## config.mk

```make
export PLATFORM = sky130hd
export DESIGN_NAME = spi_cfg_regbank
export DESIGN_NICKNAME = d
export VERILOG_FILES = /design/src/rtl/spi_cfg_pkg.sv /design/src/rtl/spi_byte_framer.sv /design/src/rtl/spi_cfg_regbank.sv
export SDC_FILE = /design/constraint.sdc
export NUM_CORES = 1
export LEC_CHECK = 0
export ABC_AREA = 1
export BUFFER_PORTS_ARGS = -buffer_cell sky130_fd_sc_hd__buf_2
export CELL_PAD_IN_SITES_DETAIL_PLACEMENT = 0
export CELL_PAD_IN_SITES_GLOBAL_PLACEMENT = 1
export CORE_MARGIN = 1
export CORE_UTILIZATION = 41
export CTS_CLUSTER_DIAMETER = 120
export DETAILED_ROUTE_END_ITERATION = 6
export GPL_ROUTABILITY_DRIVEN = 0
export PLACE_DENSITY_LB_ADDON = 0.1
export SLEW_MARGIN = 20
export SYNTH_ARGS = -nofsm -noshare
export SYNTH_HDL_FRONTEND = slang
export SYNTH_SLANG_ARGS = --single-unit
```

## constraint.sdc

```tcl
create_clock -name sclk -period 2.9 [get_ports sclk]
set_clock_uncertainty 0.05 [all_clocks]
set_input_delay 0.29 -clock sclk [delete_from_list [all_inputs] [get_ports sclk]]
set_output_delay 0.29 -clock sclk [all_outputs]
set_load 0.05 [all_outputs]
```

## src/rtl/spi_cfg_pkg.sv

```systemverilog
// Shared constants and FSM encoding for the SPI configuration register bank.
package spi_cfg_pkg;

    localparam int CMD_RW_BIT = 7;
    localparam int ADDR_W     = 7;
    localparam logic [ADDR_W-1:0] ID_ADDR = 7'h7F;

    typedef enum logic {
        ST_CMD  = 1'b0,
        ST_DATA = 1'b1
    } state_t;

endpackage

```

## src/rtl/spi_byte_framer.sv

```systemverilog
// SPI mode 0 bit/byte framer. It is held clear whenever slave select is high, so
// a partial byte never reaches the register bank.
module spi_byte_framer (
    input  logic       sclk,
    input  logic       rst,
    input  logic       i_ss_n,
    input  logic       i_mosi,
    input  logic       i_tx_load,
    input  logic [7:0] i_tx_byte,
    output logic       o_byte_done,
    output logic       o_byte_start,
    output logic [7:0] o_rx_byte,
    output logic       o_miso
);

    logic       w_clr;
    logic [2:0] r_bit_cnt;
    logic [6:0] r_rx_shift;
    logic [7:0] r_tx_shift;

    assign w_clr = rst | i_ss_n;

    // NOTE: all clocked state uses non-blocking assignments so every flop samples pre-edge values.
    always_ff @(posedge sclk or posedge w_clr) begin
        if (w_clr) begin
            r_bit_cnt  <= '0;
            r_rx_shift <= '0;
        end else begin
            r_bit_cnt  <= r_bit_cnt + 3'd1;
            r_rx_shift <= {r_rx_shift[5:0], i_mosi};
        end
    end

    // Transmit side moves on the falling edge so MISO is settled before the master samples.
    always_ff @(negedge sclk or posedge w_clr) begin
        if (w_clr) begin
            r_tx_shift <= '0;
        end else if (i_tx_load) begin
            r_tx_shift <= i_tx_byte;
        end else begin
            r_tx_shift <= {r_tx_shift[6:0], 1'b0};
        end
    end

    assign o_byte_done  = (r_bit_cnt == 3'd7);
    assign o_byte_start = (r_bit_cnt == 3'd0);
    assign o_rx_byte    = {r_rx_shift, i_mosi};
    assign o_miso       = r_tx_shift[7];

endmodule

```

## src/rtl/spi_cfg_regbank.sv

```systemverilog
// SPI mode 0 slave configuration register bank: command byte (rw + start address)
// followed by auto-incrementing data bytes; registers are exported on cfg.
module spi_cfg_regbank
    import spi_cfg_pkg::*;
#(
    parameter int         NREGS     = 8,
    parameter logic [7:0] RESET_VAL = 8'h00,
    parameter logic [7:0] ID_VAL    = 8'hA5
) (
    input  logic               sclk,
    input  logic               rst,
    input  logic               ss_n,
    input  logic               mosi,
    output logic               miso,
    output logic               miso_oe,
    output logic [NREGS*8-1:0] cfg
);

    state_t            r_state;
    logic [ADDR_W-1:0] r_addr;
    logic              r_rw;
    logic [7:0]        r_regs [NREGS];

    logic       w_frame_clr;
    logic       w_byte_done;
    logic       w_byte_start;
    logic [7:0] w_rx_byte;
    logic       w_tx_load;
    logic [7:0] w_rd_data;
    logic       w_wr_en;

    assign w_frame_clr = rst | ss_n;

    spi_byte_framer u_framer (
        .sclk         (sclk),
        .rst          (rst),
        .i_ss_n       (ss_n),
        .i_mosi       (mosi),
        .i_tx_load    (w_tx_load),
        .i_tx_byte    (w_rd_data),
        .o_byte_done  (w_byte_done),
        .o_byte_start (w_byte_start),
        .o_rx_byte    (w_rx_byte),
        .o_miso       (miso)
    );

    always_ff @(posedge sclk or posedge w_frame_clr) begin
        if (w_frame_clr) begin
            r_state <= ST_CMD;
        end else begin
            case (r_state)
                ST_CMD:  if (w_byte_done) r_state <= ST_DATA;
                ST_DATA: r_state <= ST_DATA;
                default: r_state <= ST_CMD;
            endcase
        end
    end

    // Address and direction survive a frame abort; the next command byte reloads them.
    always_ff @(posedge sclk or posedge rst) begin
        if (rst) begin
            r_rw   <= 1'b0;
            r_addr <= '0;
        end else if (w_byte_done) begin
            if (r_state == ST_CMD) begin
                r_rw   <= w_rx_byte[CMD_RW_BIT];
                r_addr <= w_rx_byte[ADDR_W-1:0];
            end else begin
                r_addr <= r_addr + ADDR_W'(1);
            end
        end
    end

    assign w_wr_en = (r_state == ST_DATA) && !r_rw && w_byte_done;

    // NOTE: the register file is a handful of flops, not a RAM, so it is safe to reset it.
    always_ff @(posedge sclk or posedge rst) begin
        if (rst) begin
            for (int k = 0; k < NREGS; k++) r_regs[k] <= RESET_VAL;
        end else if (w_wr_en) begin
            for (int k = 0; k < NREGS; k++) begin
                if (r_addr == ADDR_W'(k)) r_regs[k] <= w_rx_byte;
            end
        end
    end

    // NOTE: default assignment first so this block can never infer a latch.
    always_comb begin
        w_rd_data = 8'h00;
        if (r_addr == ID_ADDR) w_rd_data = ID_VAL;
        for (int k = 0; k < NREGS; k++) begin
            if (r_addr == ADDR_W'(k)) w_rd_data = r_regs[k];
        end
    end

    assign w_tx_load = (r_state == ST_DATA) && r_rw && w_byte_start;
    assign miso_oe   = ~ss_n;

    for (genvar g = 0; g < NREGS; g++) begin : g_cfg
        assign cfg[g*8 +: 8] = r_regs[g];
    end

endmodule

```

==> Implementation_results.wiki, run 1 <==
{| class="wikitable"
! Metric !! Value
|-
| Area added between synthesis and finish || 30.4%
|-
| Kind of cell adding the most delay to the critical path || simple AND/OR/NAND/NOR gates
|-
| Vias || 3681
|-
| Setup Viol. Count Final || 8
|-
| Vias in the first global route || 3475
|-
| TritonCTS clock tree || yes
|-
| Outcome || complete, but fails checks
|-
| Ant. Diodes || 0
|-
| Final antenna-violating net count || 0
|-
| Clock insertion delay at the later pin of the skew report || 370 ps
|-
| Combinational share of power || 0.176
|-
| Wire length of the first global-routing pass || 18.3 mm
|-
| Count of TritonRoute iterations in the first routing pass || 4
|-
| Slowest cell on the critical path || sky130_fd_sc_hd__dfrtp_1
|-
| Max_cap viols || 0
|-
| CTS Sinks || 91
|-
| Syn. warnings || 0
|-
| Total count of hold-check failures in the final report || 0
|-
| Leakage Power || 2.87 nW
|-
| Count of distinct cell types in the synthesized netlist || 24
|-
| Total congestion overflow || 0
|-
| Number of ports placed on the die boundary || 70
|-
| CTS HTree Levels || 3
|-
| Post-Route WL || 11.9 mm
|-
| CTS root buf || sky130_fd_sc_hd__clkbuf_8
|-
| Fraction of the yosys area taken by sequential cells || 0.553
|-
| TritonCTS Buffers || 9
|-
| Detailed Route Iter0 Violations || 149
|-
| Post-synthesis register bit count || 91
|-
| CP required || 1600 ps
|-
| Number of pins with negative max-slew slack in the final report || 0
|-
| Clock edge transition at the registers on the reported setup and hold paths || 90 ps
|-
| Cell area after technology mapping || 4120 um2
|-
| Maximum number of pins on one net before global-route repair || 40
|-
| Vertical die dimension || 102 um
|-
| FF-to-FF path depth || 14
|-
| Max clock buf depth || 2
|-
| Setup CP Type || reg -> reg
|-
| Final worst setup slack || -495 ps
|-
| Nets || 623
|-
| Path length in cells of the critical path || 14
|-
| Nature of the critical path startpoint || flop
|-
| DRC violation count after routing || 0
|-
| Post-synthesis cell count || 496
|-
| Tightest Pin Transition || 748 ps
|-
| Arrival @ worst endpoint || 2090 ps
|-
| Part of the total power dissipated in sequential elements || 0.487
|-
| Post-synth top area share || 0.504
|-
| Core occupancy in the finished layout || 0.550
|-
| Post-Synthesis Net Count || 507
|-
| Vias per std cell || 4.91
|-
| Starting utilization of the core area || 0.422
|-
| Core region area || 9770 um2
|-
| Share of post-route cells with drive strength above 1 || 0.280
|-
| Bufs and invs on worst path || 2
|-
| Violated checks || negative setup slack
|-
| Die Footprint || 10500 um2
|-
| Initial antenna violation count || 0
|-
| Post-route cell area || 5370 um2
|-
| Clock power share || 0.337
|-
| Synth top area cells || sky130_fd_sc_hd__dfrtp_1 50%, sky130_fd_sc_hd__nand2_1 15%, sky130_fd_sc_hd__o21ai_0 8.7%
|-
| Internal power || 1.99 mW
|-
| Avg Inst Size Synth || 8.31 um2
|-
| Crit Path Max Fanout || 6
|-
| Rows || 36
|-
| Largest area contributor in the netlist || sky130_fd_sc_hd__dfrtp_1
|-
| Area of the multi-input gates || 1790 um2
|-
| Unrepaired setup endpoints after global routing || yes
|-
| Overall die width || 102 um
|-
| Switching portion of total power || 0.286
|-
| Worst slew margin relative to its limit || 0.501
|-
| Area used by sequential logic in the layout || 2280 um2
|-
| Number of filler cells placed in the layout || 968
|-
| Min-Delay Path Class || in -> async
|-
| HPWL after DPL || 8.40 mm
|-
| Power Dens Cells || 519 nW/um2
|-
| Cell area after placement || 4880 um2
|-
| CP cell instances || inv_2 -> ha_4 -> nand2_4 -> nor2_4 -> inv_4 -> or2_0 -> nand3_1 -> nand2_1 -> nand2_2 -> nand3_2 -> nand2_2 -> nand2_2 -> nand2_1 -> nand2_1
|-
| Tot GR Track Use || 0.242
|-
| Wire length per cell || 15.9 um
|-
| Buffers on Ports || 69
|-
| Max IR drop VDD || 0.000285 V
|-
| Critical Path End Type || flop
|-
| Delay contributed by the slowest stage of the critical path || 390 ps
|-
| Power dissipated by switching net loads || 0.798 mW
|}
[sequential cells by signal, summed over array words and instances (netlist names)]
signal               flops
cfg                     64
u_framer.r_tx_shift      8
r_addr                   7
u_framer.r_rx_shift      7
u_framer.r_bit_cnt       3
r_rw                     1
r_state                  1
[layout make-up]
cell class,count,share of cell area
Multi-Input combinational cell,351,0.332
Inverter,40,0.0284
Tap cell,133,0.0310
Timing Repair Buffer,119,0.144
Clock buffer,10,0.0237
Clock inverter,6,0.0165
Sequential cell,91,0.424
[routing by layer]
| layer | vias up | track usage | share of wire |
|---|---|---|---|
| li1 | 1839 | - | - |
| met1 | 1758 | 0.332 | 0.48 |
| met2 | 71 | 0.393 | 0.48 |
| met3 | 13 | 0.0294 | 0.029 |
| met4 | 0 | 0.0890 | 0.015 |
| met5 | - | 0 | 0 |
[worst paths after layout]
kind	slack [ps]	startpoint	end
max in group asynchronous	1150	ss_n	u_framer.r_tx_shift[7]
setup / recovery	-500	r_addr[1]	u_framer.r_tx_shift[1]
min in group sclk	330	u_framer.r_rx_shift[4]	u_framer.r_rx_shift[5]
hold / removal	10	rst	cfg[56]
hold reg to reg	330	u_framer.r_rx_shift[4]	u_framer.r_rx_shift[5]
setup reg to reg	-500	r_addr[1]	u_framer.r_tx_shift[1]
[kinds of logic (layout without fill, tap and decap cells)]
| family | after synthesis | in the layout | synth area share |
|---|---|---|---|
| AOI/OAI and AO/OA | 105 | 105 | 0.134 |
| xor gates and xnor gates | 1 | 1 | 0.00213 |
| adders and majority gates | 7 | 7 | 0.0212 |
| buffers and inverters | 54 | 175 | 0.0525 |
| DFF | 91 | 91 | 0.553 |
| and+or+nand+nor | 238 | 238 | 0.238 |
[synthesized netlist by cell type]
| library cell | number |
|---|---|
| sky130_fd_sc_hd__nand2_1 | 168 |
| sky130_fd_sc_hd__dfrtp_1 | 83 |
| sky130_fd_sc_hd__o21ai_0 | 72 |
| sky130_fd_sc_hd__nor2_1 | 40 |
| sky130_fd_sc_hd__inv_1 | 39 |
| sky130_fd_sc_hd__a21oi_1 | 24 |
| sky130_fd_sc_hd__nand3_1 | 15 |
| sky130_fd_sc_hd__buf_2 | 8 |
| sky130_fd_sc_hd__dfrtn_1 | 8 |
| sky130_fd_sc_hd__ha_1 | 7 |
| sky130_fd_sc_hd__o221ai_1 | 7 |
| sky130_fd_sc_hd__clkbuf_1 | 5 |
| sky130_fd_sc_hd__or2_0 | 4 |
| sky130_fd_sc_hd__nand3b_1 | 2 |
| sky130_fd_sc_hd__nor2_2 | 2 |
| sky130_fd_sc_hd__nor3_1 | 2 |
| sky130_fd_sc_hd__nor3_4 | 2 |
| sky130_fd_sc_hd__o21ai_1 | 2 |
| sky130_fd_sc_hd__and3_1 | 1 |
| sky130_fd_sc_hd__buf_4 | 1 |
| sky130_fd_sc_hd__inv_2 | 1 |
| sky130_fd_sc_hd__nand2_4 | 1 |
| sky130_fd_sc_hd__nor2_4 | 1 |
| sky130_fd_sc_hd__xor2_1 | 1 |
[per-stage QoR]
step / setup WS (ps) / std cells / total power [mW] / setup TNS [ps] / hold slack [ps]
3_5_place_dp: -546 / 721 / 1.81 / -3630 / 311
6_report: -495 / 750 / 2.79 / -3410 / 14.2
2_1_floorplan: -292 / 496 / 1.62 / -1960 / 271
4_1_cts: -485 / 748 / 2.80 / -3410 / 35.8
3_3_place_gp: -544 / 721 / 1.80 / -3410 / 308
5_1_grt: -643 / 750 / 2.92 / -4760 / 86.6
[what timing repair did]
item / 4_1_cts / 5_1_grt
hold buffers: 1 / 0
buffers inserted: 10 / 2
resized for setup: 38 / 11
endpoints found under the setup margin: 8 / 8
hold endpoints to repair: 1 / 0
pin swaps: 16 / 17
[cell usage in the layout (no fill, tap or decap), types with 5 or more instances in the layout]
master / Yosys / final
sky130_fd_sc_hd__nand2_1: 168 / 163
sky130_fd_sc_hd__dfrtp_1: 83 / 83
sky130_fd_sc_hd__buf_2: 8 / 69
sky130_fd_sc_hd__o21ai_0: 72 / 67
sky130_fd_sc_hd__buf_4: 1 / 40
sky130_fd_sc_hd__inv_1: 39 / 33
sky130_fd_sc_hd__nor2_1: 40 / 33
sky130_fd_sc_hd__a21oi_1: 24 / 21
sky130_fd_sc_hd__nand3_1: 15 / 11
sky130_fd_sc_hd__clkbuf_8: 0 / 9
sky130_fd_sc_hd__dfrtn_1: 8 / 8
sky130_fd_sc_hd__o221ai_1: 7 / 7
sky130_fd_sc_hd__buf_6: 0 / 7
sky130_fd_sc_hd__inv_2: 1 / 6
sky130_fd_sc_hd__nor2_2: 2 / 5
sky130_fd_sc_hd__nor2_4: 1 / 5
[power by group through the flow]
stage	sequential, mW	combinational [mW]	clock [mW]
2_1_floorplan	1.43	0.189	0
3_3_place_gp	1.38	0.425	0
3_5_place_dp	1.38	0.429	0
4_1_cts	1.36	0.478	0.962
5_1_grt	1.36	0.543	1.01
6_report	1.36	0.491	0.940
Note: power is estimated with default switching activity, not from simulation.
==> run 2: changes to the inputs <==
--- a/config.mk
+++ b/config.mk
@@ -10,10 +10,11 @@
 export CELL_PAD_IN_SITES_DETAIL_PLACEMENT = 0
 export CELL_PAD_IN_SITES_GLOBAL_PLACEMENT = 1
 export CORE_MARGIN = 1
-export CORE_UTILIZATION = 41
+export CORE_UTILIZATION = 30
 export CTS_CLUSTER_DIAMETER = 120
 export DETAILED_ROUTE_END_ITERATION = 6
 export GPL_ROUTABILITY_DRIVEN = 0
+export GPL_TIMING_DRIVEN = 0
 export PLACE_DENSITY_LB_ADDON = 0.1
 export SLEW_MARGIN = 20
 export SYNTH_ARGS = -nofsm -noshare
==> run 2 against run 1 <==
Effect of this change:
- the flow still finishes with violations (negative setup slack)
- register-to-register slack hardly changed
- clock power up 16%
- sequential power is essentially flat
- die area increased by 36%
- routed wire length grew 9.4%
- non-clock buffer count is 8 lower
- setup slack worse by 2.5 ps
- combinational power is 5.7% lower
==> Implementation_results.wiki, run 2 (synthesized netlist as in run 1, its figures left out) <==
{| class="wikitable"
! Metric !! Value
|-
| Combinational share of power || 0.158
|-
| Tightest Pin Transition || 613 ps
|-
| Maximum number of pins on one net before global-route repair || 46
|-
| Leading cell type in the layout, fill and taps excluded || sky130_fd_sc_hd__nand2_1
|-
| Crit Path Max Fanout || 7
|-
| Final worst setup slack || -498 ps
|-
| Detailed Route Iter0 Violations || 189
|-
| Outcome || complete, but fails checks
|-
| Violated checks || negative setup slack
|-
| Arrival @ worst endpoint || 2110 ps
|-
| Internal power || 2.09 mW
|-
| CP cell instances || buf_6 -> ha_4 -> inv_6 -> nor3_4 -> inv_2 -> or2_0 -> nand2_1 -> nand3_2 -> nand2_2 -> nand2_2 -> nand2_2 -> nand2_2
|-
| Clock edge transition at the registers on the reported setup and hold paths || 70 ps
|-
| Area used by sequential logic in the layout || 2280 um2
|-
| Total congestion overflow || 0
|-
| Leakage Power || 2.82 nW
|-
| Slowest cell on the critical path || sky130_fd_sc_hd__dfrtp_2
|-
| Number of ports placed on the die boundary || 70
|-
| Vias per std cell || 4.71
|-
| Vias || 3696
|-
| Ant. Diodes || 0
|-
| Part of the total power dissipated in sequential elements || 0.468
|-
| Clock insertion delay at the later pin of the skew report || 350 ps
|-
| Max_cap viols || 0
|-
| CTS root buf || sky130_fd_sc_hd__clkbuf_16
|-
| Vias in the first global route || 3661
|-
| Core region area || 13300 um2
|-
| Count of TritonRoute iterations in the first routing pass || 4
|-
| Final antenna-violating net count || 0
|-
| Tot GR Track Use || 0.199
|-
| Critical Path End Type || flop
|-
| Initial antenna violation count || 0
|-
| CP required || 1610 ps
|-
| Wire length of the first global-routing pass || 20.9 mm
|-
| Clock power share || 0.374
|-
| Area of the multi-input gates || 1790 um2
|-
| Number of pins with negative max-slew slack in the final report || 0
|-
| Min-Delay Path Class || in -> reg
|-
| Nature of the critical path startpoint || flop
|-
| Setup Viol. Count Final || 8
|-
| Final Power || 2.93 mW
|-
| Cell type with the highest occurrence count on the critical path || sky130_fd_sc_hd__nand2_2
|-
| Worst slew margin relative to its limit || 0.591
|-
| HPWL after DPL || 8.94 mm
|-
| Max IR drop VDD || 0.000347 V
|-
| Total count of hold-check failures in the final report || 0
|-
| CTS HTree Levels || 3
|-
| Setup CP Type || reg -> reg
|-
| Max clock buf depth || 2
|-
| Power Dens Cells || 544 nW/um2
|-
| TritonCTS Buffers || 9
|-
| Switching portion of total power || 0.287
|-
| Rows || 42
|-
| Number of filler cells placed in the layout || 1410
|-
| Power dissipated by switching net loads || 0.840 mW
|-
| Delay contributed by the slowest stage of the critical path || 420 ps
|-
| DRC violation count after routing || 0
|-
| TritonCTS clock tree || yes
|-
| Post-Route WL || 13.0 mm
|-
| Overall die width || 119 um
|-
| Die Footprint || 14200 um2
|-
| Internal reg-to-reg setup slack || -500 ps
|-
| Share of post-route cells with drive strength above 1 || 0.282
|-
| Unrepaired setup endpoints after global routing || yes
|-
| Largest register FFs || 64
|-
| Nets || 615
|-
| Area added between synthesis and finish || 30.7%
|-
| Commonest cells after routing, fill and taps aside || 154 x sky130_fd_sc_hd__nand2_1, 79 x sky130_fd_sc_hd__dfrtp_1, 76 x sky130_fd_sc_hd__buf_2
|-
| Wire length per cell || 16.6 um
|-
| Core occupancy in the finished layout || 0.405
|-
| Starting utilization of the core area || 0.310
|-
| Buffers on Ports || 69
|-
| Tightest hold margin || 7.36 ps
|-
| Vertical die dimension || 119 um
|-
| Cell depth of the worst min-delay path || 1
|-
| CTS Sinks || 91
|-
| FF-to-FF path depth || 12
|}
==> run 2: cell types whose count changed in the layout (fill, tap and decap cells not counted), sizes merged <==
cell,delta
buf,-13
bufinv,-2
clkbuf,+9
clkinvlp,-2
==> run 2: worst paths after layout <==
check                                        from                      to
setup / recovery                        r_addr[0]  u_framer.r_tx_shift[4]
hold / removal                               mosi  u_framer.r_rx_shift[0]
setup reg to reg                        r_addr[0]  u_framer.r_tx_shift[4]
hold reg to reg            u_framer.r_rx_shift[4]  u_framer.r_rx_shift[5]
max in group asynchronous                     rst  u_framer.r_tx_shift[0]
min in group asynchronous                    ss_n  u_framer.r_rx_shift[5]
==> run 2: metrics by stage <==
stage	TNS [ps]	setup slack, ps	cells	cell area (um2)
finish	-3780	-498	785	5390
global route	-4720	-618	785	5390
CTS	-3780	-505	781	5290
detailed placement	-5230	-825	743	4740
global placement	-30160	-797	741	4700
floorplan	-1960	-292	496	4130
==> run 2: timing repair <==
item                       CTS  global route
setup endpoints to repair    8             8
hold endpoints to repair    27             0
pin swaps                   17            19
buffers inserted            21             4
resized for setup           42            21
hold buffers                 1             0
==> run 2: metal layers <==
metal	global-route usage	share of wire	vias to the layer above	wire [um]
li1	-	-	1817	-
met3	0.0455	0.063	7	819
met4	0.0601	0.0097	0	127
met2	0.307	0.46	87	6010
met1	0.276	0.47	1785	6090
met5	0	0	-	0
==> run 2: power by group through the flow <==
stage | logic, mW | registers [mW] | clock network [mW]
3_5_place_dp | 0.345 | 1.39 | 0
5_1_grt | 0.513 | 1.38 | 1.17
3_3_place_gp | 0.334 | 1.39 | 0
6_report | 0.463 | 1.37 | 1.09
2_1_floorplan | 0.189 | 1.43 | 0
4_1_cts | 0.445 | 1.37 | 1.12
==> run 2: cell type report <==
type | count | share of cell area
sequential | 91 | 0.424
multi-input combinational | 351 | 0.332
timing repair buffer | 97 | 0.111
clock buffer | 14 | 0.0472
tap | 176 | 0.0409
inverter | 40 | 0.0297
buffer | 14 | 0.0135
clock inverter | 2 | 0.00209
==> run 2: critical path: cells and delay by family, from the launching register on <==
family	cells	cell delay, ps
DFF	1	420
adders and majority gates	1	160
and+or+nand+nor	8	910
buffers and inverters	3	270
==> run 3: changes to the inputs <==
--- a/config.mk
+++ b/config.mk
@@ -5,7 +5,6 @@
 export SDC_FILE = /design/constraint.sdc
 export NUM_CORES = 1
 export LEC_CHECK = 0
-export ABC_AREA = 1
 export BUFFER_PORTS_ARGS = -buffer_cell sky130_fd_sc_hd__buf_2
 export CELL_PAD_IN_SITES_DETAIL_PLACEMENT = 0
 export CELL_PAD_IN_SITES_GLOBAL_PLACEMENT = 1
==> run 3 against run 2 <==
Effect of this change:
- the flow still finishes with violations (negative setup slack)
- global-route usage shrank 0.11 points
- cell area grew 7.8%
- clock-buffer cell count stayed put
- worst hold slack better by 51 ps
- sequential share of layout area shrank 3.1 points
- combinational power grew 57%
- via count decreased by 5.8%
- clock power rose by 5%
- cell count decreased by 15%
- critical path depth decreased by 5
- critical endpoint is now u_framer.r_tx_shift[5]
- largest cell class unchanged
- largest power group unchanged
==> Implementation_results.wiki, run 3 <==
{| class="wikitable"
! Metric !! Value
|-
| CTS Sinks || 91
|-
| DRC violation count after routing || 0
|-
| Total count of hold-check failures in the final report || 0
|-
| Post-route cell area || 5800 um2
|-
| Wire length of the first global-routing pass || 21.1 mm
|-
| Share of post-route cells with drive strength above 1 || 0.495
|-
| Clock insertion delay at the later pin of the skew report || 350 ps
|-
| Slowest cell on the critical path || sky130_fd_sc_hd__dfrtp_2
|-
| Final Power || 3.26 mW
|-
| Cell area after technology mapping || 4330 um2
|-
| CTS HTree Levels || 3
|-
| Largest area contributor in the netlist || sky130_fd_sc_hd__dfrtp_1
|-
| Maximum number of pins on one net before global-route repair || 49
|-
| Violated checks || negative setup slack
|-
| Post-placement worst setup slack || -986 ps
|-
| Final Non-Filler Cells || 669
|-
| Most frequent cell after synthesis || sky130_fd_sc_hd__dfrtp_1
|-
| Cell area after placement || 4970 um2
|-
| Max IR drop VDD || 0.000253 V
|-
| Max_cap viols || 0
|-
| Power Dens Cells || 561 nW/um2
|-
| Area used by sequential logic in the layout || 2280 um2
|-
| Detailed Route Iter0 Violations || 262
|-
| Starting utilization of the core area || 0.309
|-
| Post-synthesis register bit count || 91
|-
| Area added between synthesis and finish || 34.2%
|-
| Count of TritonRoute iterations in the first routing pass || 4
|-
| CP cell instances || ha_4 -> buf_12 -> clkbuf_16 -> a211o_1 -> a21oi_2 -> o221ai_2 -> a31o_2
|-
| Min-Delay Path Class || in -> reg
|-
| Crit Path Max Fanout || 7
|-
| CP required || 1600 ps
|-
| Syn. warnings || 0
|-
| Rows || 43
|-
| Die Footprint || 14900 um2
|-
| Number of filler cells placed in the layout || 1370
|-
| Clock edge transition at the registers on the reported setup and hold paths || 60 ps
|-
| Final antenna-violating net count || 0
|-
| Unrepaired setup endpoints after global routing || yes
|-
| Post-Synthesis Net Count || 394
|-
| CTS root buf || sky130_fd_sc_hd__clkbuf_16
|-
| Nature of the critical path startpoint || flop
|-
| Outcome || complete, but fails checks
|-
| Setup CP Type || reg -> reg
|-
| Post-synthesis async set-or-reset flop share || 1.00
|-
| Synth top area cells || sky130_fd_sc_hd__dfrtp_1 48%, sky130_fd_sc_hd__mux2_2 15%, sky130_fd_sc_hd__dfrtn_1 4.6%
|-
| Commonest cells after routing, fill and taps aside || 79 x sky130_fd_sc_hd__dfrtp_1, 74 x sky130_fd_sc_hd__buf_2, 58 x sky130_fd_sc_hd__mux2_2
|-
| Initial antenna violation count || 0
|-
| TritonCTS Buffers || 9
|-
| Overall die width || 122 um
|-
| Critical Path End Type || flop
|-
| Leading cell type in the layout, fill and taps excluded || sky130_fd_sc_hd__dfrtp_1
|-
| Vias || 3481
|-
| Number of ports placed on the die boundary || 70
|-
| Wire length per cell || 20.8 um
|-
| Worst slew margin relative to its limit || 0.625
|-
| Tot GR Track Use || 0.198
|-
| Final worst setup slack || -541 ps
|-
| Tightest hold margin || 58.1 ps
|-
| Number of pins with negative max-slew slack in the final report || 0
|-
| Largest register FFs || 64
|-
| Post-synth EDFFs || 0
|-
| Ant. Diodes || 0
|-
| Post-synthesis cell count || 383
|-
| Vias in the first global route || 3438
|-
| Top FF cell, synth || sky130_fd_sc_hd__dfrtp_1
|-
| Arrival @ worst endpoint || 2140 ps
|-
| Vias per std cell || 5.20
|-
| Max clock buf depth || 2
|-
| Delay contributed by the slowest stage of the critical path || 470 ps
|-
| Avg Inst Size Synth || 11.3 um2
|-
| Nets || 495
|-
| HPWL after DPL || 9.55 mm
|-
| Fraction of the yosys area taken by sequential cells || 0.526
|-
| TritonCTS clock tree || yes
|-
| Vertical die dimension || 122 um
|-
| Post-synth top area share || 0.480
|-
| Count of distinct cell types in the synthesized netlist || 51
|-
| Core region area || 14000 um2
|-
| Most instantiated cells after synthesis || 83 x sky130_fd_sc_hd__dfrtp_1, 58 x sky130_fd_sc_hd__mux2_2, 31 x sky130_fd_sc_hd__a21oi_1, 28 x sky130_fd_sc_hd__nand2_1, 26 x sky130_fd_sc_hd__o21ai_0
|-
| Area of the multi-input gates || 2170 um2
|-
| Buffers on Ports || 69
|-
| Tightest Pin Transition || 562 ps
|-
| Total congestion overflow || 0
|-
| Leakage Power || 2.87 nW
|-
| Post-Route WL || 13.9 mm
|-
| Setup Viol. Count Final || 8
|-
| Number of cells in the design after placement || 634
|}
## run 3: per-stage QoR
step | setup TNS [ps] | utilization
floorplan | -2740 | -
global placement | -38360 | 0.352
detailed placement | -6640 | 0.355
CTS | -4580 | 0.396
global route | -4330 | 0.415
finish | -3600 | 0.415
## run 3: repair_timing
action | 4_1_cts | 5_1_grt
cloned | 1 | 0
pin swaps | 15 | 20
endpoints found under the hold margin | 29 | 0
resized for setup | 38 | 62
hold buffers | 3 | 0
buffers inserted | 10 | 8
setup endpoints to repair | 8 | 8
## run 3: layout make-up
cell class	instances	share of cell area
multi-input cells	255	0.374
well taps	180	0.0388
clock inverters	2	0.00172
repair buffers	93	0.105
flip-flops and latches	91	0.393
plain buffers	20	0.0310
inverters	14	0.00992
clock buffers	14	0.0472
## run 3: worst paths after layout
path                       cells past startpoint                    from                     end  slack (ps)
setup reg to reg                               7               r_addr[0]  u_framer.r_tx_shift[5]        -540
max in group asynchronous                      4                     rst  u_framer.r_tx_shift[3]         730
min in group asynchronous                      3                     rst                 cfg[45]         440
hold / removal                                 1                    mosi  u_framer.r_rx_shift[0]          60
hold reg to reg                                2  u_framer.r_tx_shift[6]  u_framer.r_tx_shift[7]         370
setup / recovery                               7               r_addr[0]  u_framer.r_tx_shift[5]        -540
## run 3: logic make-up (layout without fill, tap and decap cells)
group | count (synthesis) | in the layout | synth area share
simple gates | 91 | 91 | 0.123
compound gates | 97 | 97 | 0.138
buf+inv | 37 | 143 | 0.0367
flops | 91 | 91 | 0.526
mux | 60 | 60 | 0.156
fa+ha+maj | 7 | 7 | 0.0202
## run 3: power by group
part / switching, mW / internal [mW]
registers: 0.0707 / 1.32
clock network: 0.490 / 0.650
logic: 0.418 / 0.308
total: 0.978 / 2.28
## run 3: per-layer routing
layer	part of all wire	wire (um)	vias to the layer above	track usage
met5	0	0	-	0
met4	0.013	178	0	0.0663
met3	0.040	563	18	0.0454
met2	0.47	6610	83	0.306
met1	0.47	6590	1778	0.271
li1	-	-	1602	-
## run 3: critical path, delay by kind of cell (launching register included)
family	cells	cell delay, ps
adder cells (fa/ha/maj)	1	190
buffers and inverters	2	300
flip-flops	1	470
AO/OA/AOI/OAI	4	830
